## config.mk

```make
export PLATFORM = sky130hd
export DESIGN_NAME = tree_ser_tx_flat
export DESIGN_NICKNAME = d
export VERILOG_FILES = /design/src/rtl/tree_ser_pkg.sv /design/src/rtl/tree_ser_tx_if.sv /design/src/rtl/ser_skid_fifo.sv /design/src/rtl/tree_ser_tx.sv /design/src/flat_wrapper.sv
export SDC_FILE = /design/constraint.sdc
export NUM_CORES = 1
export LEC_CHECK = 0
export ABC_CLOCK_PERIOD_IN_PS = 2300
export BUFFER_PORTS_ARGS = -buffer_cell sky130_fd_sc_hd__buf_4
export CAP_MARGIN = 20
export CORE_ASPECT_RATIO = 1.25
export CORE_UTILIZATION = 45
export CTS_CLUSTER_SIZE = 40
export DETAILED_ROUTE_END_ITERATION = 10
export GPL_TIMING_DRIVEN = 0
export HOLD_SLACK_MARGIN = 0.05
export RECOVER_POWER = 100
export SYNTH_ARGS = -nofsm -noshare
export SYNTH_HDL_FRONTEND = slang
export SYNTH_SLANG_ARGS = --single-unit
```

## constraint.sdc

```tcl
create_clock -name clk -period 2.3 [get_ports clk]
set_input_delay 0.345 -clock clk [delete_from_list [all_inputs] [get_ports clk]]
set_output_delay 0.345 -clock clk [all_outputs]
set_load 0.005 [all_outputs]
```

## src/rtl/tree_ser_pkg.sv

```systemverilog
// Shared types and helpers for the tree-link word serializer.
// State encoding and the word-width rule derived from deserializer tree depth.
package tree_ser_pkg;

    typedef enum logic [1:0] {IDLE, MARK, SHIFT} ser_state_t;

    function automatic int width_f(input int stages);
        return 1 << stages;
    endfunction

endpackage

```

## src/rtl/tree_ser_tx_if.sv

```systemverilog
// Parallel word handshake feeding the serializer.
// The source drives data/valid and the serializer returns ready.
interface tree_ser_tx_if #(
    parameter int WIDTH = 4
);
    logic [WIDTH-1:0] in_data;
    logic             in_valid;
    logic             in_ready;

    modport master (output in_data, output in_valid, input  in_ready);
    modport slave  (input  in_data, input  in_valid, output in_ready);
endinterface

```

## src/rtl/ser_skid_fifo.sv

```systemverilog
// Two-entry register FIFO that buffers words ahead of the serializer.
// Latency: a pushed word is visible on rdata the cycle after the push.
// Backpressure: a push is refused while full, even in a cycle that also pops.
module ser_skid_fifo #(
    parameter int WIDTH = 4
) (
    input  logic             clk,
    input  logic             rst,
    input  logic             push,
    input  logic             pop,
    input  logic [WIDTH-1:0] wdata,
    output logic [WIDTH-1:0] rdata,
    output logic             full,
    output logic             empty
);
    logic [WIDTH-1:0] mem [2];
    logic             wr_ptr;
    logic             rd_ptr;
    logic [1:0]       count;
    logic             do_push;
    logic             do_pop;

    assign full    = (count == 2'd2);
    assign empty   = (count == 2'd0);
    assign do_push = push && !full;
    assign do_pop  = pop && !empty;
    assign rdata   = mem[rd_ptr];

    always_ff @(posedge clk) begin
        if (rst) begin
            wr_ptr <= 1'b0;
            rd_ptr <= 1'b0;
            count  <= 2'd0;
        end else begin
            if (do_push) wr_ptr <= !wr_ptr;
            if (do_pop)  rd_ptr <= !rd_ptr;
            count <= count + {1'b0, do_push} - {1'b0, do_pop};
        end
    end

    // Storage needs no reset: the pointers and count define what is valid.
    always_ff @(posedge clk) begin
        if (do_push) mem[wr_ptr] <= wdata;
    end

endmodule

```

## src/rtl/tree_ser_tx.sv

```systemverilog
// Serializes buffered words LSB first, with a single '1' marker at the start of each burst.
// Latency: the marker appears on dout 2 edges after en is sampled with a word buffered.
// Backpressure: in_ready = !full; an empty buffer at a frame boundary emits zero frames.
module tree_ser_tx
    import tree_ser_pkg::*;
#(
    parameter int STAGES = 2,
    parameter int DEPTH  = 2
) (
    input  logic          clk,
    input  logic          rst,
    input  logic          en,
    tree_ser_tx_if.slave  in_if,
    output logic          dout,
    output logic          busy,
    output logic          underrun
);
    localparam int WIDTH = width_f(STAGES);
    localparam int CW    = (WIDTH > 1) ? $clog2(WIDTH) : 1;
    localparam logic [CW-1:0] CNT_LAST = CW'(WIDTH - 1);

    if (DEPTH != 2) begin : g_depth_chk
        $error("tree_ser_tx: DEPTH must be 2");
    end

    ser_state_t       state, state_nxt;
    logic [WIDTH-1:0] shreg, shreg_nxt;
    logic [CW-1:0]    cnt, cnt_nxt;
    logic             dout_nxt;
    logic             underrun_nxt;
    logic             fifo_push;
    logic             fifo_pop;
    logic             fifo_full;
    logic             fifo_empty;
    logic [WIDTH-1:0] fifo_rdata;

    assign in_if.in_ready = !fifo_full && !rst;
    assign fifo_push      = in_if.in_valid && in_if.in_ready;
    assign busy           = (state != IDLE);

    ser_skid_fifo #(.WIDTH(WIDTH)) u_fifo (
        .clk   (clk),
        .rst   (rst),
        .push  (fifo_push),
        .pop   (fifo_pop),
        .wdata (in_if.in_data),
        .rdata (fifo_rdata),
        .full  (fifo_full),
        .empty (fifo_empty)
    );

    always_comb begin
        state_nxt    = state;
        shreg_nxt    = shreg;
        cnt_nxt      = cnt;
        dout_nxt     = 1'b0;
        underrun_nxt = underrun;
        fifo_pop     = 1'b0;
        unique case (state)
            IDLE: begin
                if (en && !fifo_empty) state_nxt = MARK;
            end
            MARK: begin
                dout_nxt  = 1'b1;
                fifo_pop  = 1'b1;
                shreg_nxt = fifo_rdata;
                cnt_nxt   = '0;
                state_nxt = SHIFT;
            end
            SHIFT: begin
                dout_nxt = shreg[cnt];
                cnt_nxt  = cnt + 1'b1;
                if (cnt == CNT_LAST) begin
                    cnt_nxt = '0;
                    // Frame boundary: stop cleanly, chain the next word, or pad with zeros
                    // so the receiver's alignment survives a starved buffer.
                    if (!en) begin
                        state_nxt = IDLE;
                    end else if (!fifo_empty) begin
                        fifo_pop  = 1'b1;
                        shreg_nxt = fifo_rdata;
                    end else begin
                        shreg_nxt    = '0;
                        underrun_nxt = 1'b1;
                    end
                end
            end
            default: state_nxt = IDLE;
        endcase
    end

    always_ff @(posedge clk) begin
        if (rst) begin
            state    <= IDLE;
            shreg    <= '0;
            cnt      <= '0;
            dout     <= 1'b0;
            underrun <= 1'b0;
        end else begin
            state    <= state_nxt;
            shreg    <= shreg_nxt;
            cnt      <= cnt_nxt;
            dout     <= dout_nxt;
            underrun <= underrun_nxt;
        end
    end

endmodule
```

## src/flat_wrapper.sv

```systemverilog
// flat-port wrapper written by rule: the top's interface ports become plain ports
module tree_ser_tx_flat import tree_ser_pkg::*;
#(
    parameter int STAGES = 2,
    parameter int DEPTH  = 2
)
  (clk, rst, en, dout, busy, underrun, in_if_in_data, in_if_in_valid, in_if_in_ready);
  tree_ser_tx_if in_if_i ();
  input  logic clk;
  input  logic rst;
  input  logic en;
  output logic dout;
  output logic busy;
  output logic underrun;
  input wire logic [$bits(in_if_i.in_data)-1:0] in_if_in_data;
  input wire logic [$bits(in_if_i.in_valid)-1:0] in_if_in_valid;
  output wire logic [$bits(in_if_i.in_ready)-1:0] in_if_in_ready;
  assign in_if_i.in_data = in_if_in_data;
  assign in_if_i.in_valid = in_if_in_valid;
  assign in_if_in_ready = in_if_i.in_ready;
  tree_ser_tx #(.STAGES(STAGES), .DEPTH(DEPTH)) u_core (.clk(clk), .rst(rst), .en(en), .in_if(in_if_i), .dout(dout), .busy(busy), .underrun(underrun));
endmodule
```

# After elaboration in Yosys (flattened, before gate mapping)
# Memory sizes are Yosys's and may differ from the RTL's. A register that Yosys moved wholly into a read port is not among the register bits.
# Cells that the tools add are included.
# Widths: inputs -> output; s select.
# op_classes
order_cmp	1
bitwise	0
n_reduce_logical	17
n_eq_ne	8
addsub	3
div_mod_pow	0
mul	0
muxes	21
n_shift	0
# ops
operator	count
$mux 4	3
$mux 1	8
$mux 2	4
$pmux 4 s2	1
$eq 2x2->1 const B	3
$pmux 2 s3	1
$reduce_and 3->1	2
$logic_and 1x1->1	5
$logic_not 1->1	5
$logic_not 2->1	2
$ne 2x1->1 const B	2
$ne 2x2->1 const B	2
$pmux 1 s2	2
$pmux 2 s2	1
$reduce_and 4->1	1
$reduce_bool 2->1	2
$lt 2x3->1 const B	1
$add 2x1->2	1
$add 2x1->2 const B	1
$bmux 1 s2	1
$eq 2x1->1 const B	1
$sub 2x1->2	1
# totals
rom_bits	0
output_inout_bits	4
regBits	14
input_bits	8
elab_cells	59
latchBits	0
mem_count	1
ramBits	8
# memory_table
name	depth	word_bits	read_ports	rd_ports_with_merged_regs	write_ports	line_no	rtl
u_core.u_fifo.mem	2	4	1	1	1	ser_skid_fifo.sv:16	logic [WIDTH-1:0] mem [2];

# Depth between registers and ports, before layout
# Gate-level depths: netlist of run 1.
# logic_depth
ltp_word	8
depth_mapped	11
mapped_depth_nobuf	10

# By module
# A second synthesis of run 1 with hierarchy kept.
# unflattened
cells_unflattened	103
hier_area_um2	1096.1
# by_module_without_submodules
module	seq_area_each_um2	cells_each	instances	area_per_inst_um2
tree_ser_tx	200.2	64	1	576.8
ser_skid_fifo	340.3	39	1	519.2

# Least setup slack after synthesis of run 1
# OpenSTA, ideal clock, no wires.
# synth_timing
kind	register to register
startpoint	register u_core.state[0]
endpoint	register u_core.u_fifo.count[1]
arrival_ns	1.859
setup_ns	0.132
path_slack_ns	0.310
stages_incl_launch_ff	11
path_buffers	0
path_cell_list	dfxtp_1 > inv_1 > ha_1 > inv_2 > nor3b_4 > ha_1 > inv_1 > ha_1 > xor2_1 > and2_1 > nor3_1
# synth_between
elab_chain_cells	4
word_cells_on_any_way	5
# synth_lines
element	line_no	rtl
from (decl)	tree_ser_tx.sv:26	ser_state_t state, state_nxt;
from (signal assigned)	tree_ser_tx.sv:100	state <= state_nxt;
$eq 2x2->1 / $eq 2x1->1 (equally long branches)	tree_ser_tx.sv:59	unique case (state)
$pmux 1 s2 *	tree_ser_tx.sv:59	
$logic_and 1x1->1 *	ser_skid_fifo.sv:26	assign do_pop = pop && !empty;
via u_core.u_fifo.do_pop	ser_skid_fifo.sv:21	logic do_pop;
$sub 2x1->2 *	ser_skid_fifo.sv:37	count <= count + {1'b0, do_push} - {1'b0, do_pop};
to (signal assigned)	ser_skid_fifo.sv:37	
to (decl)	ser_skid_fifo.sv:19	logic [1:0] count;
# The timed path passes the listed nets; every way through them passes the cells marked *.
# A chain may end at the register's enable or synchronous reset.

# Worst setup path in the final report of run 1
# Same ends and word-level chain as after synthesis.

==> results of run 1 <==
## synthesized netlist by cell type (all sizes together), types with 2 or more instances
master | n | area, µm²
dfxtp | 15 | 300
inv | 9 | 33.8
a21oi | 8 | 40.0
edfxtp | 8 | 240
ha | 7 | 87.6
mux2 | 6 | 67.6
nand2 | 6 | 22.5
nor2 | 6 | 22.5
nand4 | 4 | 25.0
o21ai | 4 | 20.0
clkbuf | 3 | 13.8
nor2b | 3 | 18.8
mux2i | 2 | 20.0
nor3 | 2 | 10.0
nor3b | 2 | 26.3
## worst min path at each step
stage	end	slack [ns]	cells after the start
6_report	u_core.u_fifo.mem[1][3]	0.24	1
5_1_grt	u_core.u_fifo.mem[0][3]	0.21	1
4_1_cts	u_core.u_fifo.mem[1][3]	0.20	1
3_5_place_dp	u_core.underrun	0.47	1
3_3_place_gp	u_core.underrun	0.45	1
2_1_floorplan	u_core.u_fifo.mem[0][0]	0.44	0
## registers in the layout, summed over array words and instances, names as in the netlist, named ones only
signal and cells:
u_core.state 2, u_core.shreg 4, u_core.u_fifo.count 2, u_core.u_fifo.mem 8, u_core.cnt 2, u_core.u_fifo.wr_ptr 1, u_core.u_fifo.rd_ptr 1, u_core.underrun 1
u_core.dout 1
## placed cells by master (no fill, tap or decap), drive strengths merged, types with 2 or more instances in the layout
cell / n
a21oi: 8
buf: 5
clkbuf: 12
dfxtp: 15
edfxtp: 8
ha: 7
inv: 9
mux2: 6
mux2i: 2
nand2: 6
nand4: 4
nor2: 6
nor2b: 3
nor3: 2
nor3b: 2
o21ai: 4
## area by class of cell
type                            count  area, µm²  share of cell area [%]
Buffer                              3       16.3                    1.29
Clock buffer                        3       22.5                    1.79
Timing Repair Buffer               11       82.6                    6.55
Inverter                            9       33.8                    2.68
Multi-Input combinational cell     66        520                    41.3
Tap cell                           31       38.8                    3.08
Clock inverter                      1       5.00                   0.397
Sequential cell                    23        541                    42.9
## critical path, cell delays in order, from the launching register on
cell,delay (ns)
dfxtp_1,0.34
inv_1,0.14
ha_1,0.16
clkbuf_4,0.18
a31oi_2,0.11
nor3b_4,0.23
ha_1,0.26
inv_1,0.06
ha_1,0.15
xor2_1,0.18
and2_1,0.15
nor3_1,0.04
## metrics by stage
| stage | cell area, µm² | setup WS, ns | hold slack [ns] | power, µW |
|---|---|---|---|---|
| final | 1260 | 0.182 | 0.240 | 973 |
| after global routing | 1260 | 0.00277 | 0.212 | 1050 |
| after CTS | 1230 | 0.0246 | 0.204 | 963 |
| after detailed placement | 1200 | 0.0679 | 0.473 | 781 |
| after global placement | 1200 | 0.0659 | 0.451 | 776 |
| after floorplan | 1090 | 0.310 | 0.444 | 706 |
## power breakdown
group          switching (µW)  leakage (µW)  internal [µW]
combinational             156      0.000305            144
clock                     115     0.0000177           64.7
sequential               25.5      0.000195            468
total                     297      0.000518            677
## metal layers
layer | up-vias | track usage (%)
met1 | 336 | 18.6
li1 | 394 | -
met5 | - | 0
met3 | 2 | 1.90
met4 | 0 | 7.56
met2 | 10 | 24.9
## repair_timing
item	4_1_cts	5_1_grt
gates resized for setup	0	5
endpoints found under the setup margin	0	1
buffers inserted	0	1
## logic make-up after synthesis
group / after synthesis
DFF: 23
and+or+nand+nor: 31
adders and majority gates: 7
AOI/OAI and AO/OA: 18
buffers and inverters: 12
xor gates and xnor gates: 1
muxes: 9
==> run_results.csv, run 1 <==
group,metric,value,unit
outcome,status,"completed",
pwr,ir_worst_vdd,0.000515,V
logic_synthesis,synth-simple-area-share,16.6,%
min_path,hold_path.class,"in -> reg",
placed_design,detailed_place_hpwl,1320,µm
floorplan,ios,12,
logic_synthesis,synth_cell_types,34,
routing,route.met2.wl,874,µm
worst_setup_path,crit_required,2.48,ns
worst_setup_path,r2r-end,"u_core.u_fifo.count[1]",
routing,wirelength,1720,µm
pwr,power.density,772,nW/µm²
logic_synthesis,synth_edf_count,8,
worst_setup_path,rr_worst_depth,11,
floorplan,core-area,2230,µm²
worst_setup_path,worstSetupStartpointType,"flop",
placed_design,io_buffers,10,
worst_setup_path,worstSetupEndpoint,"u_core.u_fifo.count[1]",
routing,vias,742,
worst_setup_path,r2r-start,"u_core.state[0]",
clock_tree,cts_hold_buf,0,
clock_tree,tritoncts,"yes",
floorplan,die_w,46.0,µm
grt,grt_max_degree,14,
logic_synthesis,synthArstFlopShare,0,%
placed_design,gp_congestion,0.736,
worst_setup_path,criticalPathCategory,"reg -> reg",
cells_and_area,utilization,56.4,%
sta,rsz0062_at_grt,"false",
grt,antenna_found_initial,0,
logic_synthesis,ys.flop_type,"dfxtp_1",
placed_design,placed_cells,142,
routing,wl_per_cell,11.7,µm
worst_setup_path,arrival,2.30,ns
worst_setup_path,end_kind,"flop",
clock_tree,clock_latency,0.30,ns
worst_setup_path,cp_max_fo,9,
routing,dr.first_iter.drc_count,12,
routing,viasPerCell,5.05,
floorplan,fp.dieArea,2620,µm²
sta,max_slew_margin,69.5,%
cells_and_area,drive_gt1_share,25.0,%
logic_synthesis,ys_warn_count,0,
routing,drc_errors,0,
clock_tree,clk_pin_slew_worst_paths,0.12,ns
floorplan,rows,19,
worst_setup_path,r2r_setup_slack,0.18,ns
clock_tree,cts_htree_levels,1,
logic_synthesis,synth_mux_area_share,10.1,%
sta,fin_crit,2.12,ns
sta,worst_slew_pin_slew,0.457,ns
worst_setup_path,crit_path_start,"u_core.state[0]",
sta,post-route-period-util,92.1,%
clock_tree,cts_root_buffer,"clkbuf_4",
pwr,p_leak,0.000518,µW
sta,timing.fmax,472,MHz
logic_synthesis,syn_area_per_cell,10.8,µm²
logic_synthesis,netlist_area,1090,µm²
logic_synthesis,synth_fa_ha_area_share,8.04,%
grt,grt_pass1_wl,2920,µm
cells_and_area,fin_cells,147,
sta,slew_viol_final,0,
clock_tree,cts_buffers,3,
routing,route.met3.wl,41,µm
grt,overflow,0,
cells_and_area,area_growth,15.6,%
cells_and_area,fillers,214,
routing,drtAntennaViolNets,0,
clock_tree,cts_buffer_depth,2,
min_path,min-delay-start,"in_if_in_data[3]",
grt,grt_usage,15.1,%
routing,routed.top_layer,"met4",
logic_synthesis,synth_seq_area_share,49.6,%
logic_synthesis,yosys.area_share.xor_xnor,0.804,%
logic_synthesis,syn_inst,101,
logic_synthesis,synth_compound_area_share,10.4,%
routing,drt-pass1-iter-count,2,
sta,hold_viol_final,0,
run,cap_violations,0,
routing,met1_length,781,µm
grt,grt_pass1_vias,713,
floorplan,start_util,48.8,%
logic_synthesis,ys_ff_latch,23,
cells_and_area,fin_nets,132,
cells_and_area,n_antenna_cell,0,
sta,fin_tns_setup,0,ns
floorplan,die_h,57.0,µm
logic_synthesis,synth_top_family_by_area,"simple AND/OR/NAND/NOR gates",
sta,finalSetupViolations,0,
sta,fin_worst_skew,0.00460,ns
clock_tree,cts.sinks,23,
logic_synthesis,syn-num-nets,116,
No activity file was read; power rests on OpenSTA's default activity.
==> run 2: changes to the inputs <==
- CORE_ASPECT_RATIO: 1.25 -> 0.75
==> run_results.csv, run 2 (synthesized netlist as in run 1, its figures left out) <==
group,metric,value,unit
worst_setup_path,criticalPathCategory,"reg -> reg",
sta,hold_viol_final,0,
placed_design,place_area,1210,µm²
routing,viasPerCell,5.07,
sta,worst_slew_pin_slew,0.533,ns
floorplan,die_h,44.6,µm
worst_setup_path,path_cells,"inv_1 -> ha_2 -> inv_2 -> nor3b_4 -> ha_1 -> inv_1 -> ha_1 -> xor2_1 -> and2_1 -> nor3_1",
pwr,p_int,664,µW
sta,post-route-period-util,94.2,%
grt,overflow,0,
worst_setup_path,cp_max_fo,8,
worst_setup_path,cp_slowest_stage_delay,0.42,ns
worst_setup_path,worstSetupStartpointType,"flop",
worst_setup_path,r2r-end,"u_core.u_fifo.count[1]",
routing,drtAntennaViolNets,0,
clock_tree,cts_root_buffer,"clkbuf_4",
min_path,holdPathEnd,"u_core.u_fifo.mem[0][2]",
cells_and_area,postLayoutCellArea,1250,µm²
pwr,p_sw_share,31.3,%
cells_and_area,area_growth,15.2,%
sta,timing.fmax,462,MHz
sta,max_slew_margin,64.2,%
placed_design,detailed_place_hpwl,1510,µm
min_path,min-delay-start,"in_if_in_data[2]",
cells_and_area,largest_reg_flops,8,
min_path,hold_path.class,"in -> reg",
grt,antenna_found_initial,0,
routing,drt-pass1-iter-count,4,
worst_setup_path,cpLargestDelayFamily,"adder cells",
placed_design,gp_congestion,0.698,
worst_setup_path,r2r-start,"u_core.state[1]",
floorplan,rows,15,
pwr,ir_worst_vdd,0.000427,V
sta,fin_worst_skew,0.00186,ns
worst_setup_path,rr_worst_depth,10,
routing,vias,770,
floorplan,fp.dieArea,2620,µm²
routing,wl_per_cell,12.7,µm
clock_tree,tritoncts,"yes",
clock_tree,clk_pin_slew_worst_paths,0.12,ns
worst_setup_path,cp_slowest_cell,"ha_2",
clock_tree,cts.sinks,23,
cells_and_area,mostFrequentLayoutCell,"dfxtp_1",
worst_setup_path,cp_num_buf_inv,3,
sta,rsz0062_at_grt,"false",
pwr,p_leak,0.000518,µW
routing,drc_errors,0,
floorplan,core-area,2290,µm²
grt,grt_pass1_wl,3280,µm
cells_and_area,largestRegisters,"u_core.u_fifo.mem x8, u_core.shreg x4",
sta,fin_crit,2.17,ns
worst_setup_path,arrival,2.35,ns
routing,dr.first_iter.drc_count,18,
pwr,clkPwrFrac,18.8,%
run,cap_violations,0,
cells_and_area,drive_gt1_share,24.6,%
sta,slew_viol_final,0,
cells_and_area,regMostFlops,"u_core.u_fifo.mem",
clock_tree,cts_buffers,3,
grt,grt_max_degree,13,
clock_tree,cts_htree_levels,1,
floorplan,ios,12,
placed_design,io_buffers,10,
clock_tree,clock_latency,0.30,ns
sta,finalSetupViolations,0,
pwr,total_power,967,µW
worst_setup_path,crit_required,2.49,ns
cells_and_area,fin_nets,134,
pwr,p_comb_share,30.1,%
clock_tree,cts_buffer_depth,2,
pwr,switchingPower,302,µW
sta,fin_tns_setup,0,ns
worst_setup_path,end_kind,"flop",
cells_and_area,utilization,54.8,%
routing,wirelength,1940,µm
clock_tree,cts_hold_buf,0,
floorplan,start_util,47.6,%
cells_and_area,n_antenna_cell,0,
pwr,power.density,770,nW/µm²
pwr,seqPwrFrac,51.1,%
worst_setup_path,r2r_setup_slack,0.13,ns
min_path,hold_depth,1,
grt,grt_usage,17.4,%
floorplan,die_w,58.8,µm
cells_and_area,final_cell_mix,"dfxtp_1 (15), clkbuf_4 (10), inv_1 (8), a21oi_1 (8), edfxtp_1 (8)",
outcome,status,"completed",
grt,grt_pass1_vias,683,
-- run 2: metal layers --
metal,routed length (µm),vias up,GRT usage [%]
li1,-,390,-
met2,864,13,25.0
met4,13,0,4.29
met1,994,365,25.0
met3,62,2,6.14
met5,0,-,0
-- run 2: power groups by stage --
| stage | Combinational (µW) | Sequential, µW | Clock, µW |
|---|---|---|---|
| 2_1_floorplan | 211 | 495 | 0 |
| 3_3_place_gp | 276 | 501 | 0 |
| 3_5_place_dp | 288 | 504 | 0 |
| 4_1_cts | 294 | 494 | 190 |
| 5_1_grt | 322 | 499 | 211 |
| 6_report | 291 | 494 | 182 |
-- run 2: stage by stage --
stage | hold WS, ns | worst slack [ns] | instances
detailed placement | 0.462 | 0.0317 | 145
global route | 0.209 | 0.00887 | 152
finish | 0.239 | 0.134 | 152
CTS | 0.203 | 0.0659 | 149
global placement | 0.457 | 0.0842 | 145
floorplan | 0.444 | 0.310 | 101
-- run 2: worst max path at each step --
stage | from | to | cells past startpoint
after detailed placement | u_core.state[0] | u_core.u_fifo.count[1] | 10
after global routing | u_core.state[0] | u_core.u_fifo.count[1] | 10
after floorplan | u_core.state[0] | u_core.u_fifo.count[1] | 10
after CTS | u_core.state[0] | u_core.u_fifo.count[1] | 10
after global placement | u_core.state[0] | u_core.u_fifo.count[1] | 10
final | u_core.state[1] | u_core.u_fifo.count[1] | 10
-- run 2: timing repair --
| item | CTS | global route |
|---|---|---|
| pin swaps | 0 | 1 |
| setup endpoints to repair | 1 | 1 |
| hold endpoints to repair | 0 | 0 |
| setup buffers | 0 | 3 |
| gates resized for setup | 1 | 1 |
-- run 2: cell type report --
class                   instances  area (µm²)
multi-input cells              66         504
fillers                       222        1030
flip-flops and latches         23         541
well taps                      34        42.5
plain buffers                   3        13.8
repair buffers                 13        93.8
clock buffers                   4        26.3
inverters                       9        33.8
